--- config.mk ---
export PLATFORM = sky130hd
export DESIGN_NAME = ucie_clk_hs_ds_rsp_flat
export DESIGN_NICKNAME = d
export VERILOG_FILES = /design/src/rtl/ucie_clk_hs_ds_rsp_if.sv /design/src/rtl/ucie_clk_hs_ds_rsp.sv /design/src/flat_wrapper.sv
export SDC_FILE = /design/constraint.sdc
export NUM_CORES = 1
export LEC_CHECK = 0
export CAP_MARGIN = 20
export CORE_MARGIN = 1
export CORE_UTILIZATION = 44
export DETAILED_ROUTE_END_ITERATION = 8
export PLACE_DENSITY = 0.71
export SETUP_SLACK_MARGIN = 0.2
export SYNTH_ARGS = -nofsm -noshare
export SYNTH_HDL_FRONTEND = slang
export SYNTH_SLANG_ARGS = --single-unit
--- constraint.sdc ---
create_clock -name clk_i -period 1.3 [get_ports clk_i]
set_clock_uncertainty 0.05 [all_clocks]
set_input_delay 0.325 -clock clk_i [delete_from_list [all_inputs] [get_ports clk_i]]
set_output_delay 0.325 -clock clk_i [all_outputs]
set_load 0.01 [all_outputs]
--- src/rtl/ucie_clk_hs_ds_rsp_if.sv ---
// ucie_clk_hs_ds_rsp_if -- handshake bundle for the downstream clock/wake
// responder. The signal names keep the block's pin names.
//   clk_req_i / clk_ack_o    : 4-phase clock request / acknowledge (upstream)
//   wake_req_o / wake_ack_i  : 4-phase wake request / acknowledge (upstream)
//   wake_start_i             : local single-cycle wake request pulse
//   wake_done_o              : single-cycle wake complete pulse
//   clk_en_o                 : local clock-gate enable
//   gate_ok_i                : local logic idle, clock removal permitted
//   timeout_o                : sticky wake timeout flag
// Modports: slave = the responder, master = upstream/local environment.
interface ucie_clk_hs_ds_rsp_if;
  logic clk_req_i;
  logic clk_ack_o;
  logic wake_req_o;
  logic wake_ack_i;
  logic wake_start_i;
  logic wake_done_o;
  logic clk_en_o;
  logic gate_ok_i;
  logic timeout_o;

  modport slave (
    input  clk_req_i, wake_ack_i, wake_start_i, gate_ok_i,
    output clk_ack_o, wake_req_o, wake_done_o, clk_en_o, timeout_o
  );

  modport master (
    output clk_req_i, wake_ack_i, wake_start_i, gate_ok_i,
    input  clk_ack_o, wake_req_o, wake_done_o, clk_en_o, timeout_o
  );
endinterface

--- src/rtl/ucie_clk_hs_ds_rsp.sv ---
// ucie_clk_hs_ds_rsp -- downstream responder for the UCIe clock handshake
// plus a local wake handshake toward upstream.
// Ports:
//   clk_i    : single clock, rising edge
//   rstn_i   : asynchronous active-low reset
//   swrst_i  : synchronous active-high soft reset (same effect as rstn_i)
//   hs       : ucie_clk_hs_ds_rsp_if.slave handshake bundle
// Parameters:
//   ACK_DLY  : cycles from clk_en_o rise to clk_ack_o rise (1..15)
//   WAKE_TO  : wake-ack timeout in cycles (1..65535)
// Build option: define UCIE_HS_DS_WAKE_TIMEOUT_EN to enable the wake-ack
// timeout; otherwise W_REQ waits indefinitely and timeout_o is tied low.
//
// state    | meaning
// C_IDLE   | clock gated, no ack
// C_UNGATE | clock enabled, counting ACK_DLY before ack
// C_ACTIVE | clock enabled and acknowledged
// W_IDLE   | no wake in flight
// W_REQ    | wake_req_o high, waiting for wake_ack_i
// W_REL    | wake_req_o dropped, waiting for wake_ack_i to fall
module ucie_clk_hs_ds_rsp #(
  parameter int unsigned ACK_DLY = 4,
  parameter int unsigned WAKE_TO = 255
) (
  input  logic                   clk_i,
  input  logic                   rstn_i,
  input  logic                   swrst_i,
  ucie_clk_hs_ds_rsp_if.slave    hs
);

  typedef enum logic [1:0] {C_IDLE, C_UNGATE, C_ACTIVE} c_state_t;
  typedef enum logic [1:0] {W_IDLE, W_REQ, W_REL} w_state_t;

  // Down-counter loads N-1 on entry; terminal count 0 is the Nth cycle.
  localparam logic [3:0] ACK_LOAD = 4'(ACK_DLY - 1);

  c_state_t   c_state;
  logic [3:0] ack_cnt;
  logic       clk_en;
  logic       clk_ack;

  w_state_t   w_state;
  logic       wake_req;
  logic       wake_done;

  always_ff @(posedge clk_i or negedge rstn_i) begin
    if (!rstn_i) begin
      c_state <= C_IDLE;
      ack_cnt <= '0;
      clk_en  <= 1'b0;
      clk_ack <= 1'b0;
    end else if (swrst_i) begin
      c_state <= C_IDLE;
      ack_cnt <= '0;
      clk_en  <= 1'b0;
      clk_ack <= 1'b0;
    end else begin
      case (c_state)
        C_IDLE: begin
          if (hs.clk_req_i) begin
            c_state <= C_UNGATE;
            ack_cnt <= ACK_LOAD;
            clk_en  <= 1'b1;
          end
        end
        // A request withdrawn here is not aborted: the ack must still be
        // given so the 4-phase sequence stays ordered.
        C_UNGATE: begin
          if (ack_cnt == 4'd0) begin
            c_state <= C_ACTIVE;
            clk_ack <= 1'b1;
          end else begin
            ack_cnt <= ack_cnt - 4'd1;
          end
        end
        C_ACTIVE: begin
          if (!hs.clk_req_i && hs.gate_ok_i) begin
            c_state <= C_IDLE;
            clk_en  <= 1'b0;
            clk_ack <= 1'b0;
          end
        end
        default: begin
          c_state <= C_IDLE;
          clk_en  <= 1'b0;
          clk_ack <= 1'b0;
        end
      endcase
    end
  end

`ifdef UCIE_HS_DS_WAKE_TIMEOUT_EN
  localparam logic [15:0] WAKE_LOAD = 16'(WAKE_TO - 1);
  logic [15:0] wake_cnt;
  logic        timeout;
`endif

  always_ff @(posedge clk_i or negedge rstn_i) begin
    if (!rstn_i) begin
      w_state   <= W_IDLE;
      wake_req  <= 1'b0;
      wake_done <= 1'b0;
`ifdef UCIE_HS_DS_WAKE_TIMEOUT_EN
      wake_cnt  <= '0;
      timeout   <= 1'b0;
`endif
    end else if (swrst_i) begin
      w_state   <= W_IDLE;
      wake_req  <= 1'b0;
      wake_done <= 1'b0;
`ifdef UCIE_HS_DS_WAKE_TIMEOUT_EN
      wake_cnt  <= '0;
      timeout   <= 1'b0;
`endif
    end else begin
      wake_done <= 1'b0;
      case (w_state)
        W_IDLE: begin
          // Clock already present or being requested: nothing to wake.
          if (hs.wake_start_i) begin
            if (c_state == C_IDLE && !hs.clk_req_i) begin
              w_state  <= W_REQ;
              wake_req <= 1'b1;
`ifdef UCIE_HS_DS_WAKE_TIMEOUT_EN
              wake_cnt <= WAKE_LOAD;
`endif
            end else begin
              wake_done <= 1'b1;
            end
          end
        end
        W_REQ: begin
          if (hs.wake_ack_i) begin
            w_state  <= W_REL;
            wake_req <= 1'b0;
          end
`ifdef UCIE_HS_DS_WAKE_TIMEOUT_EN
          else if (wake_cnt == 16'd0) begin
            w_state  <= W_IDLE;
            wake_req <= 1'b0;
            timeout  <= 1'b1;
          end else begin
            wake_cnt <= wake_cnt - 16'd1;
          end
`endif
        end
        W_REL: begin
          if (!hs.wake_ack_i) begin
            w_state   <= W_IDLE;
            wake_done <= 1'b1;
          end
        end
        default: begin
          w_state  <= W_IDLE;
          wake_req <= 1'b0;
        end
      endcase
    end
  end

  assign hs.clk_en_o    = clk_en;
  assign hs.clk_ack_o   = clk_ack;
  assign hs.wake_req_o  = wake_req;
  assign hs.wake_done_o = wake_done;
`ifdef UCIE_HS_DS_WAKE_TIMEOUT_EN
  assign hs.timeout_o   = timeout;
`else
  assign hs.timeout_o   = 1'b0;
`endif

endmodule
--- src/flat_wrapper.sv ---
// flat-port wrapper written by rule: the top's interface ports become plain ports
module ucie_clk_hs_ds_rsp_flat 
#(
  parameter int unsigned ACK_DLY = 4,
  parameter int unsigned WAKE_TO = 255
)
  (clk_i, rstn_i, swrst_i, hs_clk_req_i, hs_wake_ack_i, hs_wake_start_i, hs_gate_ok_i, hs_clk_ack_o, hs_wake_req_o, hs_wake_done_o, hs_clk_en_o, hs_timeout_o);
  ucie_clk_hs_ds_rsp_if hs_i ();
  input  logic clk_i;
  input  logic rstn_i;
  input  logic swrst_i;
  input wire logic [$bits(hs_i.clk_req_i)-1:0] hs_clk_req_i;
  input wire logic [$bits(hs_i.wake_ack_i)-1:0] hs_wake_ack_i;
  input wire logic [$bits(hs_i.wake_start_i)-1:0] hs_wake_start_i;
  input wire logic [$bits(hs_i.gate_ok_i)-1:0] hs_gate_ok_i;
  output wire logic [$bits(hs_i.clk_ack_o)-1:0] hs_clk_ack_o;
  output wire logic [$bits(hs_i.wake_req_o)-1:0] hs_wake_req_o;
  output wire logic [$bits(hs_i.wake_done_o)-1:0] hs_wake_done_o;
  output wire logic [$bits(hs_i.clk_en_o)-1:0] hs_clk_en_o;
  output wire logic [$bits(hs_i.timeout_o)-1:0] hs_timeout_o;
  assign hs_i.clk_req_i = hs_clk_req_i;
  assign hs_i.wake_ack_i = hs_wake_ack_i;
  assign hs_i.wake_start_i = hs_wake_start_i;
  assign hs_i.gate_ok_i = hs_gate_ok_i;
  assign hs_clk_ack_o = hs_i.clk_ack_o;
  assign hs_wake_req_o = hs_i.wake_req_o;
  assign hs_wake_done_o = hs_i.wake_done_o;
  assign hs_clk_en_o = hs_i.clk_en_o;
  assign hs_timeout_o = hs_i.timeout_o;
  ucie_clk_hs_ds_rsp #(.ACK_DLY(ACK_DLY), .WAKE_TO(WAKE_TO)) u_core (.clk_i(clk_i), .rstn_i(rstn_i), .swrst_i(swrst_i), .hs(hs_i));
endmodule
Yosys cells after proc, flatten, opt, wreduce, memory -nomap -nowiden
Cells that the tools add are included.
{ "op_classes": {"add_sub_neg": 1, "eq_ne": 15, "mux": 32, "n_reduce_logical": 13} }
{ "ops": {"columns": ["op", "n"], "rows": [
  ["2-bit two-way mux", 9],
  ["3-bit inequality test (second input constant)", 5],
  ["1-bit two-way mux", 13],
  ["4-bit two-way mux", 3],
  ["2-bit case mux with 3 select lines", 2],
  ["3-bit AND reduction", 4],
  ["3-bit by 2-bit inequality test with 1-bit output (second input constant)", 3],
  ["1-bit case mux with 3 select lines", 3],
  ["4-bit case mux with 2 select lines", 1],
  ["4-bit AND reduction", 2],
  ["2-bit inequality test (second input constant)", 3],
  ["2-bit by 1-bit == test with 1-bit output (second input constant)", 2],
  ["2-bit == test (second input constant)", 2],
  ["2-bit zero test", 2],
  ["4-bit zero test", 1],
  ["4-bit by 1-bit subtractor with 4-bit output (second input constant)", 1],
  ["3-bit nonzero test", 1],
  ["1-bit logical AND", 2],
  ["1-bit case mux with 2 select lines", 1],
  ["1-bit zero test", 1]
]} }
{ "totals": {"register_bits": 12, "input_bits": 7} }

Longest topological paths before layout
Gate-level depths: netlist (run 1).
{ "depth": {"word_depth": 6, "ltp_mapped": 5, "ltp_nobuf": 5} }

Worst setup path after synthesis (run 1)
Ideal clock, no wire load.
{ "synth_timing": {"kind": "reg2reg", "from": "register u_core.ack_cnt[0]", "to": "register u_core.ack_cnt[0]", "setup_ns": 0.073, "t_arrival_ns": 1.335, "path_slack_ns": -0.158, "path_stages_with_launch": 6, "path_buffers": 0, "cell_sequence": "dfrtp_1 > inv_1 > ha_1 > or3b_1 > a31o_2 > a21oi_2"} }
{ "synth_between": {"elab_chain_cells": 4} }
{ "synth_rtl": {"columns": ["item", "line", "rtl"], "rows": [
  ["start, declared", "ucie_clk_hs_ds_rsp.sv:38", "logic [3:0] ack_cnt;"],
  ["start signal, assigned", "ucie_clk_hs_ds_rsp.sv:73", "ack_cnt <= ack_cnt - 4'd1;"],
  ["4-bit by 1-bit subtractor with 4-bit output", "ucie_clk_hs_ds_rsp.sv:73", null],
  ["4-bit two-way mux", "ucie_clk_hs_ds_rsp.sv:69", "if (ack_cnt == 4'd0) begin"],
  ["4-bit case mux with 2 select lines", "ucie_clk_hs_ds_rsp.sv:58", "case (c_state)"],
  ["4-bit two-way mux", "ucie_clk_hs_ds_rsp.sv:52", "end else if (swrst_i) begin"]
]} }
Several ways; a longest one is shown, not always the timed one. The select of a mux whose other input is x is not followed.
A chain may end at the register's enable or synchronous reset.

Final worst setup path (run 1)
{ "layout_timing": {"from": "register u_core.ack_cnt[1]", "to": "register u_core.ack_cnt[2]"} }
The elaborated chain is that of the path after synthesis.

==> results of run 1 <==
-- repair_timing --
item	CTS	global route
buffers inserted	5	4
pin swaps	3	6
resized for setup	27	8
setup endpoints to repair	15	15
gates cloned	0	0
-- cells by family (layout without fill, tap and decap cells) --
group	Yosys count	count (layout)	synth area share (%)
AND/OR/NAND/NOR	25	25	25.1
AO/OA/AOI/OAI	17	17	18.4
flip-flops	12	12	44.7
buffers and inverters	5	33	4.47
adder cells (fa/ha/maj)	2	2	3.72
other	1	1	0.558
XOR/XNOR	1	1	1.30
multiplexers	1	1	1.68
-- metal layers --
layer  GRT usage (%)  routed length (um)  vias up
li1                -                   -      285
met1            25.0                 734      281
met2            34.4                 767       14
met3            4.89                  63        4
met4            12.5                  25        0
met5               0                   0        -
-- critical path, cell delays in order (launching register included) --
cell	delay [ps]
dfrtp_1	380
inv_2	70
ha_4	160
or3b_4	230
or3b_1	380
a21oi_2	130
-- layout make-up --
class,instances,share of cell area [%]
multi-input combinational,47,41.3
timing repair buffer,27,22.3
inverter,2,0.748
tap,15,1.87
sequential,12,30.2
clock buffer,4,3.62
-- sequential cells by signal, indices dropped and copies added (netlist names) --
| name | flops |
|---|---|
| u_core.hs.wake_req_o | 1 |
| u_core.hs.clk_ack_o | 1 |
| u_core.hs.wake_done_o | 1 |
| u_core.hs.clk_en_o | 1 |
| u_core.c_state | 2 |
| u_core.w_state | 2 |
| u_core.ack_cnt | 4 |
-- synthesized netlist by cell type (2+ instances only) --
master,n,area share (%)
nand3b_1,4,4.5
or3b_1,2,2.6
ha_1,2,3.7
o21a_1,2,2.2
a31o_2,2,2.6
nor3_1,2,1.5
a21oi_2,2,2.6
dfrtp_1,12,45
nor2_1,5,2.8
nor2b_1,2,1.9
a21oi_1,5,3.7
inv_1,2,1.1
o21bai_1,2,2.2
nand2b_1,3,2.8
-- worst min-delay path by stage --
stage,start,endpoint,slack (ps),cells after the start
global route,rstn_i,u_core.w_state[0],310,2
detailed placement,u_core.hs.wake_req_o,u_core.hs.wake_req_o,480,1
floorplan,rstn_i,u_core.ack_cnt[0],-20,0
finish,rstn_i,u_core.ack_cnt[0],280,2
global placement,u_core.hs.wake_req_o,u_core.hs.wake_req_o,490,1
CTS,rstn_i,u_core.hs.wake_req_o,290,2
-- power by group --
group / total, W / switching (W) / leakage, nW / internal (W)
combinational: 0.000431 / 0.000174 / 0.268 / 0.000257
clock: 0.000308 / 0.000138 / 0.0210 / 0.000170
sequential: 0.000457 / 0.0000432 / 0.157 / 0.000413
total: 0.00120 / 0.000355 / 0.446 / 0.000840
-- cells in the final DEF, fill, tap and decap left out, types with 2 or more instances in the layout --
cell,synthesis,layout
nand2b_1,3,3
o21bai_1,2,2
inv_2,0,2
clkbuf_4,0,3
nand3b_1,4,4
o21a_1,2,2
clkdlybuf4s50_1,0,5
buf_6,1,4
dfrtp_2,0,2
a21oi_2,2,4
a31o_2,2,2
nor2_1,5,4
a21oi_1,5,3
dfrtp_1,12,10
buf_4,1,14
buf_2,0,3
-- stage by stage --
stage	utilization, %	total power [W]	setup WS, ps	instance area (um^2)
after floorplan	-	0.000650	-73.1	691
after global placement	62.0	0.000771	-290	847
after detailed placement	62.0	0.000778	-324	847
after CTS	68.5	0.00113	-140	936
after global routing	73.4	0.00127	-237	1000
final	73.4	0.00120	-172	1000
==> results.cfg, run 1 <==
[run_status]
status = finished, violations left
violations = setup timing

[routing]
wl_per_cell_um = 14.9
firstDrtPassIters = 4
postRouteAntennaNets = 0
routed_wl_um = 1590
via_per_inst = 5.46
drc_errors = 0
num_vias = 584
drtIter0Drc = 15

[final_layout]
area_growth_pct = 49.3
drive_gt1_share_pct = 51.1
multi_input_comb_area_um2 = 414
seqCellArea_um2 = 303
diodes = 0
fin_cells = 107
fillerInstances = 102
num-nets-final = 102

[logic_synthesis]
syn_area_per_cell_um2 = 10.5
syn_inst = 64
synth_area_um2 = 672
yosys_register_bits = 12
synth_warnings = 0
synthesis.nets = 73
ys_seq_area_share_pct = 44.7
yosys_most_used_dff = dfrtp_1
ys_async_sr_fraction_pct = 100
synth_enable_flop_cells = 0
synthDistinctLibCells = 31

[global_routing]
grt_start_max_net_pins = 13
track_usage_pct = 21.2
antenna_found_initial = 0
gr-total-overflow = 0
grt_pass1_wl_um = 2210
first_global_vias = 546

[run]
drv_cap = 0

[hold_path]
hold_class = in2async

[setup_path]
r2r_slack_ps = -170
cp_max_fo = 3
end_kind = register
required_ps = 1450
start_kind = register
critical_path.startpoint = u_core.ack_cnt[1]
r2r-start = u_core.ack_cnt[1]
reg2reg_to = u_core.ack_cnt[2]
path_class = reg2reg
cp.arrival_ps = 1630
rr_worst_depth = 5
crit_end = u_core.ack_cnt[2]

[timing]
finalWorstSetupSlack_ps = -172
slew_violations = 0
fmax_mhz = 679
fin_crit_sh_pct = 113
rsz0062_at_grt = yes
hold_ws_ps = 283
period_minus_slack_ps = 1470
finalHoldViolations = 0
tns_ps = -534
setup_viol = 4

[clock_network]
htree_levels = 1
cts_tree = yes
clk_path_buf_depth = 2
clock_latency_ps = 280
clockRootBuffer = clkbuf_4
cts_hold_buf = 0
cts_inserted_buffers = 3
clock_sinks = 12
path_clk_slew_ps = 90

[placed_design]
hpwl_um = 992
dp.cells = 94
io_buffers = 10
gp_congestion = 0.740

[die]
die_y_um = 41.1
core_area_um2 = 1370
start_util_pct = 49.2
io_pins = 12
fp-row-count = 13
fp.dieArea_um2 = 1690
die_x_um = 41.1

[power_and_ir_drop]
power.density_nw_per_um2 = 1190
power_leakage_nw = 0.446
irDropWorstVdd_uv = 608
(Power assumes the default switching activity.)
==> inputs of run 2 (changes only) <==
--- a/config.mk
+++ b/config.mk
@@ -8,6 +8,7 @@
 export CAP_MARGIN = 20
 export CORE_MARGIN = 1
 export CORE_UTILIZATION = 44
+export CTS_CLUSTER_SIZE = 10
 export DETAILED_ROUTE_END_ITERATION = 8
 export PLACE_DENSITY = 0.71
 export SETUP_SLACK_MARGIN = 0.2
==> results of run 2 <==
No change in the layout: final DEF, timing and power equal those of run 1.
==> inputs of run 3 (changes only) <==
--- a/config.mk
+++ b/config.mk
@@ -6,10 +6,11 @@
 export NUM_CORES = 1
 export LEC_CHECK = 0
 export CAP_MARGIN = 20
-export CORE_MARGIN = 1
+export CORE_MARGIN = 5
 export CORE_UTILIZATION = 44
 export CTS_CLUSTER_SIZE = 10
 export DETAILED_ROUTE_END_ITERATION = 8
+export GPL_ROUTABILITY_DRIVEN = 0
 export PLACE_DENSITY = 0.71
 export SETUP_SLACK_MARGIN = 0.2
 export SYNTH_ARGS = -nofsm -noshare
==> run 3 against run 2 <==
Against the previous run: the run still ends with setup timing left; routed wire length decreased by 1.4%; setup slack got worse by 6.7 ps; cell area increased by 0.37%; utilization decreased by 5.0 points; first-iteration DRC count decreased by 73%; critical path type unchanged; cell count increased by 0.93%; largest power group unchanged; power decreased by 5.3%; global-route usage decreased by 6.1 points; register-to-register slack about the same.
==> results.cfg, run 3 (same netlist as run 1, synthesis figures left out) <==
[run_status]
status = finished, violations left
violations = setup timing

[final_layout]
top_register = u_core.ack_cnt
final_common_cell = buf_4
num-nets-final = 103
post-route-util_pct = 68.5
layout_common_cells = 14 x buf_4, 9 x dfrtp_1
largest_reg_flops = 4
fin_cells = 108
diodes = 0
top_regs = u_core.ack_cnt x4, u_core.c_state x2, u_core.w_state x2
drive_gt1_share_pct = 51.1
area_growth_pct = 49.9

[die]
start_util_pct = 45.7
core_area_um2 = 1470
fp-row-count = 14
io_pins = 12
die_y_um = 49.1
die_x_um = 49.1
fp.dieArea_um2 = 2410

[power_and_ir_drop]
power.density_nw_per_um2 = 1120
irDropWorstVdd_uv = 624
power_leakage_nw = 0.444

[timing]
rsz0062_at_grt = yes
setup_viol = 4
tns_ps = -642
fin_crit_sh_pct = 114
period_minus_slack_ps = 1480
finalHoldViolations = 0
slew_violations = 0
finalWorstSetupSlack_ps = -179
fmax_mhz = 676
hold_ws_ps = 289

[global_routing]
grt_start_max_net_pins = 13
grtUsageMet1_pct = 17.0
gr-total-overflow = 0
busiest_layer = met2
track_usage_pct = 15.1
antenna_found_initial = 0
grt.met2_usage_pct = 24.0
grt_pass1_wl_um = 2740
grt_use_met3_pct = 4.89
first_global_vias = 584

[routing]
num_vias = 573
via_per_inst = 5.31
routed_wl_um = 1570
drtIter0Drc = 4
firstDrtPassIters = 2
postRouteAntennaNets = 0
wl_per_cell_um = 14.5
drc_errors = 0

[clock_network]
htree_levels = 1
clockRootBuffer = clkbuf_4
path_clk_slew_ps = 70
cts_inserted_buffers = 3
cts_tree = yes
clock_sinks = 12
clock_latency_ps = 280
clk_path_buf_depth = 2

[setup_path]
required_ps = 1460
worst-path-buf-inv = 1
cp.arrival_ps = 1640
start_kind = register
end_kind = register
cp_num_cells = 5
path_cells = inv_2, ha_4, or3b_4, a31o_2, a21oi_2
cp_max_fo = 3
path_class = reg2reg
cp_slowest_stage_delay_ps = 410
critical_path.top_delay_family = flip-flops
crit_path_top_delay_cell = dfrtp_1
rr_worst_depth = 5

[placed_design]
io_buffers = 10
dp.cells = 98
pre_cts_ws_ps = -287
hpwl_um = 1040

[run]
drv_cap = 0

[hold_path]
hold_class = in2async
run 3: final timing paths:
path	endpoint	start	slack [ps]
setup / recovery	u_core.ack_cnt[1]	u_core.ack_cnt[1]	-180
max in group asynchronous	u_core.c_state[1]	rstn_i	740
setup reg to reg	u_core.ack_cnt[1]	u_core.ack_cnt[1]	-180
hold / removal	u_core.ack_cnt[2]	rstn_i	290
min in group clk_i	u_core.hs.wake_done_o	u_core.w_state[0]	480
hold reg to reg	u_core.hs.wake_done_o	u_core.w_state[0]	480
run 3: repair_timing:
| item | 4_1_cts | 5_1_grt |
|---|---|---|
| hold endpoints to repair | 0 | 0 |
| pin swaps | 4 | 4 |
| setup buffers | 5 | 2 |
| hold buffers | 0 | 0 |
| endpoints found under the setup margin | 15 | 15 |
| gates resized for setup | 31 | 7 |
run 3: layout make-up:
type	count	area [um^2]
fill	117	464
multi-input combinational	47	425
sequential	12	304
timing repair buffer	28	228
clock buffer	3	22.5
tap	16	20.0
inverter	2	7.51
run 3: where the power goes:
group | internal, W | leakage [nW] | switching, W
combinational | 0.000263 | 0.275 | 0.000177
sequential | 0.000414 | 0.155 | 0.0000424
clock | 0.000107 | 0.0138 | 0.000127
run 3: routing by layer:
| layer | up-vias | wire length (um) |
|---|---|---|
| met3 | 7 | 76 |
| met2 | 12 | 726 |
| met5 | - | 0 |
| li1 | 286 | - |
| met4 | 0 | 59 |
| met1 | 268 | 704 |
run 3: metrics by stage:
| step | power, W | area (um^2) |
|---|---|---|
| 6_report | 0.00113 | 1010 |
| 2_1_floorplan | 0.000650 | 691 |
| 3_5_place_dp | 0.000793 | 871 |
| 3_3_place_gp | 0.000786 | 871 |
| 5_1_grt | 0.00121 | 1010 |
| 4_1_cts | 0.00110 | 965 |
==> RTL change, RTL diff (flow settings as in run 2) <==
Re-encode `w_state_t` (3 states) as one-hot, 3 bits wide.
--- a/src/rtl/ucie_clk_hs_ds_rsp.sv
+++ b/src/rtl/ucie_clk_hs_ds_rsp.sv
@@ -30,5 +30,5 @@
 
   typedef enum logic [1:0] {C_IDLE, C_UNGATE, C_ACTIVE} c_state_t;
-  typedef enum logic [1:0] {W_IDLE, W_REQ, W_REL} w_state_t;
+  typedef enum logic [2:0] {W_IDLE = 3'b001, W_REQ = 3'b010, W_REL = 3'b100} w_state_t;
 
   // Down-counter loads N-1 on entry; terminal count 0 is the Nth cycle.
Formal check against the unedited RTL: same outputs for any inputs over 10 cycles, from zero or initial values and one cycle with rstn_i low; not proved beyond that.
==> RTL change against run 2 <==
The flow finishes with violations (design-rule violations, negative setup slack). Clock power fell by 18%. Non-clock buffer count up 18. Worst setup slack got worse by 0.038 ns. Count of clock-buffer cells in the layout did not move. Final area up 27%. Synthesized area increased by 15%. Total power is 11% higher. Sequential share of layout area shrank 4.4 points. Combinational power up 37%. Utilization rose by 7.4 points. Sequential cell count grew 1. Wire length rose by 34%. Critical endpoint is now u_core.ack_cnt[1].
==> RTL change: results (changes against run 2) <==
| Metric | Value |
|---|---|
| Met1 Wirelength | `954 um (+30%)` |
| Final non-filler cell total | `135 (+26%)` |
| Fillcell total | `91 (-11%)` |
| Final worst slack | `-0.210 ns (-0.0385 ns)` |
| Nets | `129 (+26%)` |
| Routed vias | `752 (+29%)` |
| Placed cells | `120 (+28%)` |
| Top cells by area, synth | `dfrtp_1 (39%), nand3b_1 (4.9%), a21oi_1 (4.6%), dfstp_2 (3.4%), ha_1 (3.3%)` |
| R2R Path End | `u_core.ack_cnt[1]` |
| Post-synthesis sequential area ratio | `42.4% (-2.3 points)` |
| TritonRoute pass-1 iters | `7 (+3)` |
| Distinct cells, synth | `42 (+35%)` |
| Compound-Gate Fraction of Synth Area | `17.9% (-0.55 points)` |
| P_comb | `0.589 mW (+37%)` |
| Critical Path End | `u_core.ack_cnt[1]` |
| Total GRT Usage | `24.1% (+2.9 points)` |
| Total power | `1.33 mW (+11%)` |
| First-pass GRT wire length | `3360 um (+52%)` |
| Regs by FF count | `u_core.ack_cnt (4), u_core.w_state (3), u_core.c_state (2)` |
| Post-DP HPWL | `1360 um (+37%)` |
| DP Area | `0.00105 mm^2 (+24%)` |
| Post-synthesis mux area share | `1.30% (-0.38 points)` |
| Synth Area in Adders | `3.25% (-0.47 points)` |
| # DRC | `2 (+2)` |
| Proportion of layout cells with a drive suffix above 1 | `56.3% (+5.2 points)` |
| Met3 Use GR | `5.42% (+0.53 points)` |
| Hold_ws | `0.310 ns (+0.0275 ns)` |
| Largest net degree at the start of global routing | `14 (+1)` |
| R2r startpoint | `u_core.ack_cnt[0]` |
| DP Worst Slack | `-0.395 ns (-0.0709 ns)` |
| 1st-iter DRT viols | `13 (-2)` |
| Routing usage on met2 | `41.8% (+7.4 points)` |
| Final setup viols | `6 (+2)` |
| Mapped Nets | `87 (+19%)` |
| Peak supply drop | `0.886 mV (+46%)` |
| Maximum fanout along the worst path | `6 (+3)` |
| Static Leak | `0.557 nW (+25%)` |
| Global placer's final weighted congestion | `0.868 (+17%)` |
| Violated checks | `design-rule violations, negative setup slack` |
| WL met3 | `72 um (+14%)` |
| DR WL met2 | `1090 um (+42%)` |
| Outcome | `finished, violations left` |
| Post-Synth XOR/XNOR Area | `1.14% (-0.17 points)` |
| List of most frequent post-synthesis cells | `dfrtp_1 (12), a21oi_1 (7), inv_1 (5), nand3b_1 (5), buf_2 (4)` |
| Register share of total power | `36.5% (-1.7 points)` |
-- RTL change: changes by cell type in the layout (fill, tap and decap cells not counted), sizes merged, moves of 2 or more --
cell	run 2	this run
nor2	5	2
or4b	0	2
nor3	2	4
nand4b	0	2
o21a	2	0
a31oi	0	2
buf	21	39
inv	2	5
-- RTL change: timing repair --
action | in CTS | in global routing
pin swaps | 8 | 8
resized for setup | 35 | 14
endpoints found under the setup margin | 17 | 17
buffers inserted | 7 | 4
-- RTL change: worst max-delay path, stage by stage (launching register included) --
cell and delay (ns):
dfrtp_1 0.40, inv_2 0.09, ha_4 0.13, or3b_4 0.42, a211oi_2 0.22, a311oi_2 0.07
-- RTL change: cell type report --
cell class | count | area (um^2) | share of cell area [%]
inverter | 5 | 18.8 | 1.47
tap | 16 | 20.0 | 1.57
timing repair buffer | 45 | 378 | 29.6
clock buffer | 4 | 26.3 | 2.06
multi-input combinational | 52 | 503 | 39.5
sequential | 13 | 329 | 25.8
